File: src/rtl/axi_stream_pkt_rr_arbiter.sv
// Packet-granular round-robin arbiter sharing one AXI Stream datapath between NumInp inputs.
// Latency: one idle arbitration cycle per packet, then beats pass combinationally while locked.
// Backpressure: only the granted input sees out tready; every other input holds tready low.
//
// Ports:
//   clk_i, rst_i      clock and synchronous active-high reset
//   in_req_i/in_rsp_o NumInp input streams (tvalid + payload / tready)
//   out_req_o/out_rsp_i  arbitrated output stream
//   sel_o, locked_o   granted input index and packet-lock flag

package axi_stream_pkt_rr_arbiter_pkg;
  // Default payload layout, used when the instantiating block does not supply its own types.
  typedef struct packed {
    logic [31:0] data;
    logic [3:0]  strb;
    logic [3:0]  keep;
    logic        last;
    logic [0:0]  id;
    logic [0:0]  dest;
    logic [0:0]  user;
  } chan_t;

  typedef struct packed {
    logic  tvalid;
    chan_t t;
  } req_t;

  typedef struct packed {
    logic tready;
  } rsp_t;
endpackage

module axi_stream_pkt_rr_arbiter #(
  parameter int unsigned NumInp  = 4,
  parameter int unsigned IdWidth = 0,
  parameter bit          IdxAsId = 1'b0,
  parameter type axi_stream_req_t = axi_stream_pkt_rr_arbiter_pkg::req_t,
  parameter type axi_stream_rsp_t = axi_stream_pkt_rr_arbiter_pkg::rsp_t,
  localparam int unsigned SelW = $clog2(NumInp)
) (
  input  logic            clk_i,
  input  logic            rst_i,
  input  axi_stream_req_t in_req_i [NumInp],
  output axi_stream_rsp_t in_rsp_o [NumInp],
  output axi_stream_req_t out_req_o,
  input  axi_stream_rsp_t out_rsp_i,
  output logic [SelW-1:0] sel_o,
  output logic            locked_o
);

  localparam int unsigned IdW = $bits(out_req_o.t.id);

  typedef enum logic {
    Idle,
    Locked
  } state_e;

  state_e            state_q;
  logic [SelW-1:0]   grant_q;
  logic [SelW-1:0]   prio_q;

  logic              any_vld;
  logic [SelW-1:0]   pick;
  logic              active;
  logic              last_hs;

  // Round-robin scan starting at prio_q. Only registered state and the tvalid
  // vector feed this, so no tvalid ever reaches a tready.
  always_comb begin
    any_vld = 1'b0;
    pick    = prio_q;
    for (int unsigned k = 0; k < NumInp; k++) begin
      logic [SelW-1:0] cand;
      cand = SelW'((32'(prio_q) + k) % NumInp);
      if (!any_vld && in_req_i[cand].tvalid) begin
        any_vld = 1'b1;
        pick    = cand;
      end
    end
  end

  // Reset gates the outputs immediately so a mid-packet reset truncates at once.
  assign active  = (state_q == Locked) && !rst_i;
  assign last_hs = in_req_i[grant_q].tvalid && out_rsp_i.tready && in_req_i[grant_q].t.last;

  always_ff @(posedge clk_i) begin
    if (rst_i) begin
      state_q <= Idle;
      grant_q <= '0;
      prio_q  <= '0;
    end else begin
      case (state_q)
        Idle: begin
          if (any_vld) begin
            grant_q <= pick;
            state_q <= Locked;
          end
        end
        Locked: begin
          // Grant is only released by the tlast handshake; source gaps keep the lock.
          if (last_hs) begin
            prio_q  <= (grant_q == SelW'(NumInp - 1)) ? '0 : grant_q + 1'b1;
            state_q <= Idle;
          end
        end
        default: state_q <= Idle;
      endcase
    end
  end

  always_comb begin
    out_req_o = '0;
    for (int unsigned k = 0; k < NumInp; k++) begin
      in_rsp_o[k] = '0;
    end
    if (active) begin
      out_req_o = in_req_i[grant_q];
      if (IdxAsId) begin
        out_req_o.t.id = IdW'(grant_q);
      end
      in_rsp_o[grant_q].tready = out_rsp_i.tready;
    end
  end

  assign sel_o    = active ? grant_q : '0;
  assign locked_o = active;

`ifndef SYNTHESIS
  always_ff @(posedge clk_i) begin
    assert (NumInp >= 2);
    assert (!IdxAsId || (IdWidth >= SelW));
  end

  assert property (@(posedge clk_i) disable iff (rst_i)
                   (out_req_o.tvalid && !out_rsp_i.tready) |=> $stable(out_req_o.t));
`endif

endmodule

File: config.mk
export PLATFORM = sky130hd
export DESIGN_NAME = axi_stream_pkt_rr_arbiter
export DESIGN_NICKNAME = d
export VERILOG_FILES = /design/src/rtl/axi_stream_pkt_rr_arbiter.sv
export SDC_FILE = /design/constraint.sdc
export NUM_CORES = 1
export LEC_CHECK = 0
export CAP_MARGIN = 20
export CORE_AREA = 2 2 91 93
export CTS_BUF_LIST = sky130_fd_sc_hd__clkbuf_4 sky130_fd_sc_hd__clkbuf_8
export DETAILED_ROUTE_END_ITERATION = 10
export DIE_AREA = 0 0 93 95
export GPL_TIMING_DRIVEN = 0
export PLACE_DENSITY = 0.75
export SYNTH_ARGS = -nofsm -noshare
export SYNTH_HDL_FRONTEND = slang
export SYNTH_SLANG_ARGS = --single-unit
File: constraint.sdc
create_clock -name clk_i -period 5.3 [get_ports clk_i]
set_input_delay 0.795 -clock clk_i [delete_from_list [all_inputs] [get_ports clk_i]]
set_output_delay 0.795 -clock clk_i [all_outputs]
set_load 0.1 [all_outputs]
Word-level counts from Yosys, hierarchy flattened
Index checks and enable logic that the tools add are counted.
- add/subtract/negate cells: 4
- magnitude comparators: 6
- equal/unequal tests: 1
- mux-type cells: 31
- bitwise gates (word level): 7
- reduce and logical (&&, ||, !) cells: 13
- operators with widths (cell ; number):
    $mux W45 ; 11
    $bmux W45 S2 ; 5
    $ge A3 B3 Y1 const B ; 5
    $not A2 Y3 ; 5
    $mux W2 ; 5
    $logic_and A1 B1 Y1 ; 7
    $mux W1 ; 7
    $add A2 B1 Y2 const B ; 2
    $add A2 B2 Y2 const B ; 2
    $and A4 B4 Y4 ; 1
    $logic_not A1 Y1 ; 4
    $mux W4 ; 1
    $reduce_and A2 Y1 ; 2
    $lt A3 B1 Y1 const B ; 1
    $demux W1 S2 ; 1
    $eq A2 B2 Y1 const B ; 1
    $pmux W1 S2 ; 1
    $not A1 Y1 ; 1
- flip-flop bits (word level): 5
- input port bits: 183
- output and inout bits: 52
- logic and storage cells: 65

Logic depth before layout (Yosys ltp)
- depth in word-level cells: 16
- depth in mapped cells: 6

Least setup slack after synthesis
No wires, ideal clock.
- path type: input to output
- from: input rst_i
- to: output out_req_o[0] (netlist bit)
- data arrival time: 2.701 ns
- required time: 4.505 ns
- setup slack: 1.804 ns
- stages on the path: 4
- cell sequence: nand2b_1 > clkbuf_1 > clkbuf_1 > nor2b_1
- RTL lines (item ; RTL line ; text):
    from (decl) ; 42 ; input logic rst_i,
    to (decl) ; 45 ; output axi_stream_req_t out_req_o,

==> out/summary.txt <==
Root Driver - clkbuf_8
Clk pwr share - 0.135
post-CTS setup buffer count - 0
crit end category - output port
number of clock buffers inserted by TritonCTS - 3
worst hold slack after final layout - 558 ps
longest individual stage delay on the worst path - 990 ps
Max Fclk - 232 MHz
Crit path required time - 4510 ps
post-synthesis net count - 349
peak supply drop - 159 uV
number of nets in the layout - 587
number of antenna cells inserted - 0
switching power summed over all nets - 0.243 mW
Synth Instances - 162
setup repair after global routing missed its margin - false
maximum clock skew at final layout - 1.41 ps
source-to-sink clock delay at the later pin of the worst-skew pair - 220 ps
critical path class - input pin to output port
CP Max Fanout - 10
antenna violations before repair - 0
first-pass GRT wire length - 13,200 um
synth top area cells - mux4_2, nor2b_1, dfxtp_1
count of warnings emitted by yosys - 0
slew at the pin closest to its max-slew limit - 1030 ps
worst-path cell with the longest stage delay - clkdlybuf4s50_1
First DRT Iteration DRCs - 49
arrival time worst endpoint - 3520 ps
share of power burned in registers - 0.075
Die Area - 8840 um^2
class of the most critical hold timing path - register to register
flip-flop and latch count after synthesis - 5
initial core utilization - 0.227
outcome - completed
IO Pins - 235
growth of design area from synthesis to finish - 140%
summed negative setup slack over all endpoints - 0 ps
hold-fix buffer count after cts - 0
number of unique standard cell types used by synthesis - 27
reported max-cap violation count - 0
layout cells sized above 1 - 0.145
count of fill cells added during filler insertion - 714
syn avg cell area - 11.1 um^2
area share of the largest cell type after synthesis - 0.564
x dimension of the die - 93 um
Worst Setup SP - rst_i
number of gates given a new drive strength after cts - 0
placer's final routability congestion estimate - 0.808
# H-tree levels - 1
average via count per standard cell - 4.71
largest area contributor in the synthesized netlist - mux4_2
largest net degree at the start of global routing - 11
Sw Ratio - 0.433
internal cell power - 0.318 mW
vias after detailed routing - 2,374
DR DRC count - 0
slew margin rel. - 0.309
vias in the first global route - 2,434
CORE AREA - 7930 um^2
worst hold path startpoint - prio_q[0]
clock slew at reported path FFs - 40 ps
post-route clock period utilization - 0.814
final global-route overflow total - 0
chain of cells forming the critical path - clkdlybuf4s50_1, nand2b_1, clkbuf_1, clkbuf_1, nor2b_1, clkdlybuf4s50_1
Fin. Hold Viols - 0
DRT Wirelength - 9000 um
total global routing track utilization - 0.191
Final min period - 4310 ps
number of nets with antenna violations after routing - 0
CTS tree - yes
number of cell rows - 33
worst-case register-to-register setup slack - 3320 ps
half-perimeter wire length of the detailed placement result - 7740 um
power per unit of standard cell area - 130 nW/um^2
standby leakage power - 1.47 nW
clk sinks - 5
number of iterations in the first detailed-routing pass - 4
power share of the combinational group - 0.790
maximum clock insertion buffer count - 2
Post-Synthesis Cell Area - 1800 um^2
PortBufs - 233
final setup fails - 0
die outline height - 95 um
part of the Yosys area used for sequential elements - 0.0557
startpoint type of the worst setup path - input pin
pins over their slew limit - 0
reg2reg start - grant_q[1]
Wirelength per Cell - 17.9 um
==> worst max-delay path: cells and delay by family <==
family | cells | cell delay (ps)
AND/OR/NAND/NOR | 2 | 300
buffers and inverters | 4 | 2410
==> layer usage <==
layer | global-route usage | vias up | share of wire
li1 | - | 1110 | -
met1 | 0.234 | 1140 | 0.39
met5 | 0 | - | 0
met2 | 0.361 | 118 | 0.53
met4 | 0.0270 | 0 | 0.0072
met3 | 0.0319 | 6 | 0.069
==> placed cells by master, fill, tap and decap left out, drive strengths merged <==
cell type / synthesis / routed
clkdlybuf4s50: 0 / 233
nor2b: 48 / 48
mux4: 45 / 45
buf: 11 / 11
clkbuf: 6 / 10
a21oi: 8 / 8
inv: 6 / 6
nor2: 5 / 5
dfxtp: 5 / 5
and3: 4 / 4
nand2: 4 / 4
ha: 4 / 4
o21ai: 2 / 2
or3: 2 / 2
nand2b: 1 / 1
o221ai: 1 / 1
nor4: 1 / 1
or2: 1 / 1
nand4: 1 / 1
and2: 1 / 1
mux2: 1 / 1
o22a: 1 / 1
nor3b: 1 / 1
nor4bb: 1 / 1
o32ai: 1 / 1
mux2i: 1 / 1
==> layout make-up <==
| class | instances | area (um^2) | area share |
|---|---|---|---|
| buffer | 17 | 86.3 | 0.0200 |
| timing repair buffer | 233 | 2330 | 0.541 |
| tap | 105 | 131 | 0.0305 |
| multi-input combinational | 134 | 1590 | 0.368 |
| clock buffer | 4 | 48.8 | 0.0113 |
| inverter | 6 | 22.5 | 0.00523 |
| sequential | 5 | 100 | 0.0232 |
==> final timing paths <==
| kind | end | cells past startpoint |
|---|---|---|
| worst max-delay path | out_req_o[37] | 6 |
| worst min-delay path | prio_q[0] | 2 |
| worst max register to register | prio_q[1] | 6 |
| worst min register to register | prio_q[0] | 2 |
==> through the flow <==
stage               instance area [um^2]  worst slack, ps  power (mW)   util  cells
floorplan                           1800             1800       0.295      -    162
global placement                    4260              867       0.482  0.537    500
detailed placement                  4260              891       0.487  0.537    500
CTS                                 4310              877       0.565  0.544    504
global route                        4310              746       0.588  0.544    504
finish                              4310              986       0.561  0.544    504
==> power groups by stage <==
| stage | registers (mW) | logic (mW) | clock network, mW |
|---|---|---|---|
| 2_1_floorplan | 0.0421 | 0.253 | 0 |
| 3_3_place_gp | 0.0429 | 0.440 | 0 |
| 3_5_place_dp | 0.0429 | 0.444 | 0 |
| 4_1_cts | 0.0424 | 0.446 | 0.0769 |
| 5_1_grt | 0.0428 | 0.464 | 0.0813 |
| 6_report | 0.0423 | 0.443 | 0.0757 |
==> cells by family after synthesis <==
kind of cell | count (synthesis) | share of synthesized area
buf+inv | 23 | 0.0606
flops | 5 | 0.0557
compound gates | 13 | 0.0425
fa+ha+maj | 4 | 0.0279
simple gates | 70 | 0.237
mux | 47 | 0.576
==> Yosys cell counts <==
library cell,count
nor4_1,1
mux2i_1,1
nand4_2,1
or3_1,2
nor2b_1,48
nor3b_1,1
nand2_1,4
and2_1,1
inv_1,6
or2_1,1
nor2_1,5
dfxtp_1,5
o21ai_0,2
buf_2,3
nor4bb_1,1
o22a_1,1
and3_1,4
buf_4,5
a21oi_1,8
o221ai_1,1
nand2b_1,1
mux4_2,45
o32ai_1,1
clkbuf_1,6
ha_1,4
buf_1,3
mux2_1,1
==> state kept, by name, indices dropped and copies added (netlist names) <==
| signal | flops |
|---|---|
| grant_q | 2 |
| prio_q | 2 |
| state_q | 1 |
Note: power is estimated with default switching activity, not from simulation.
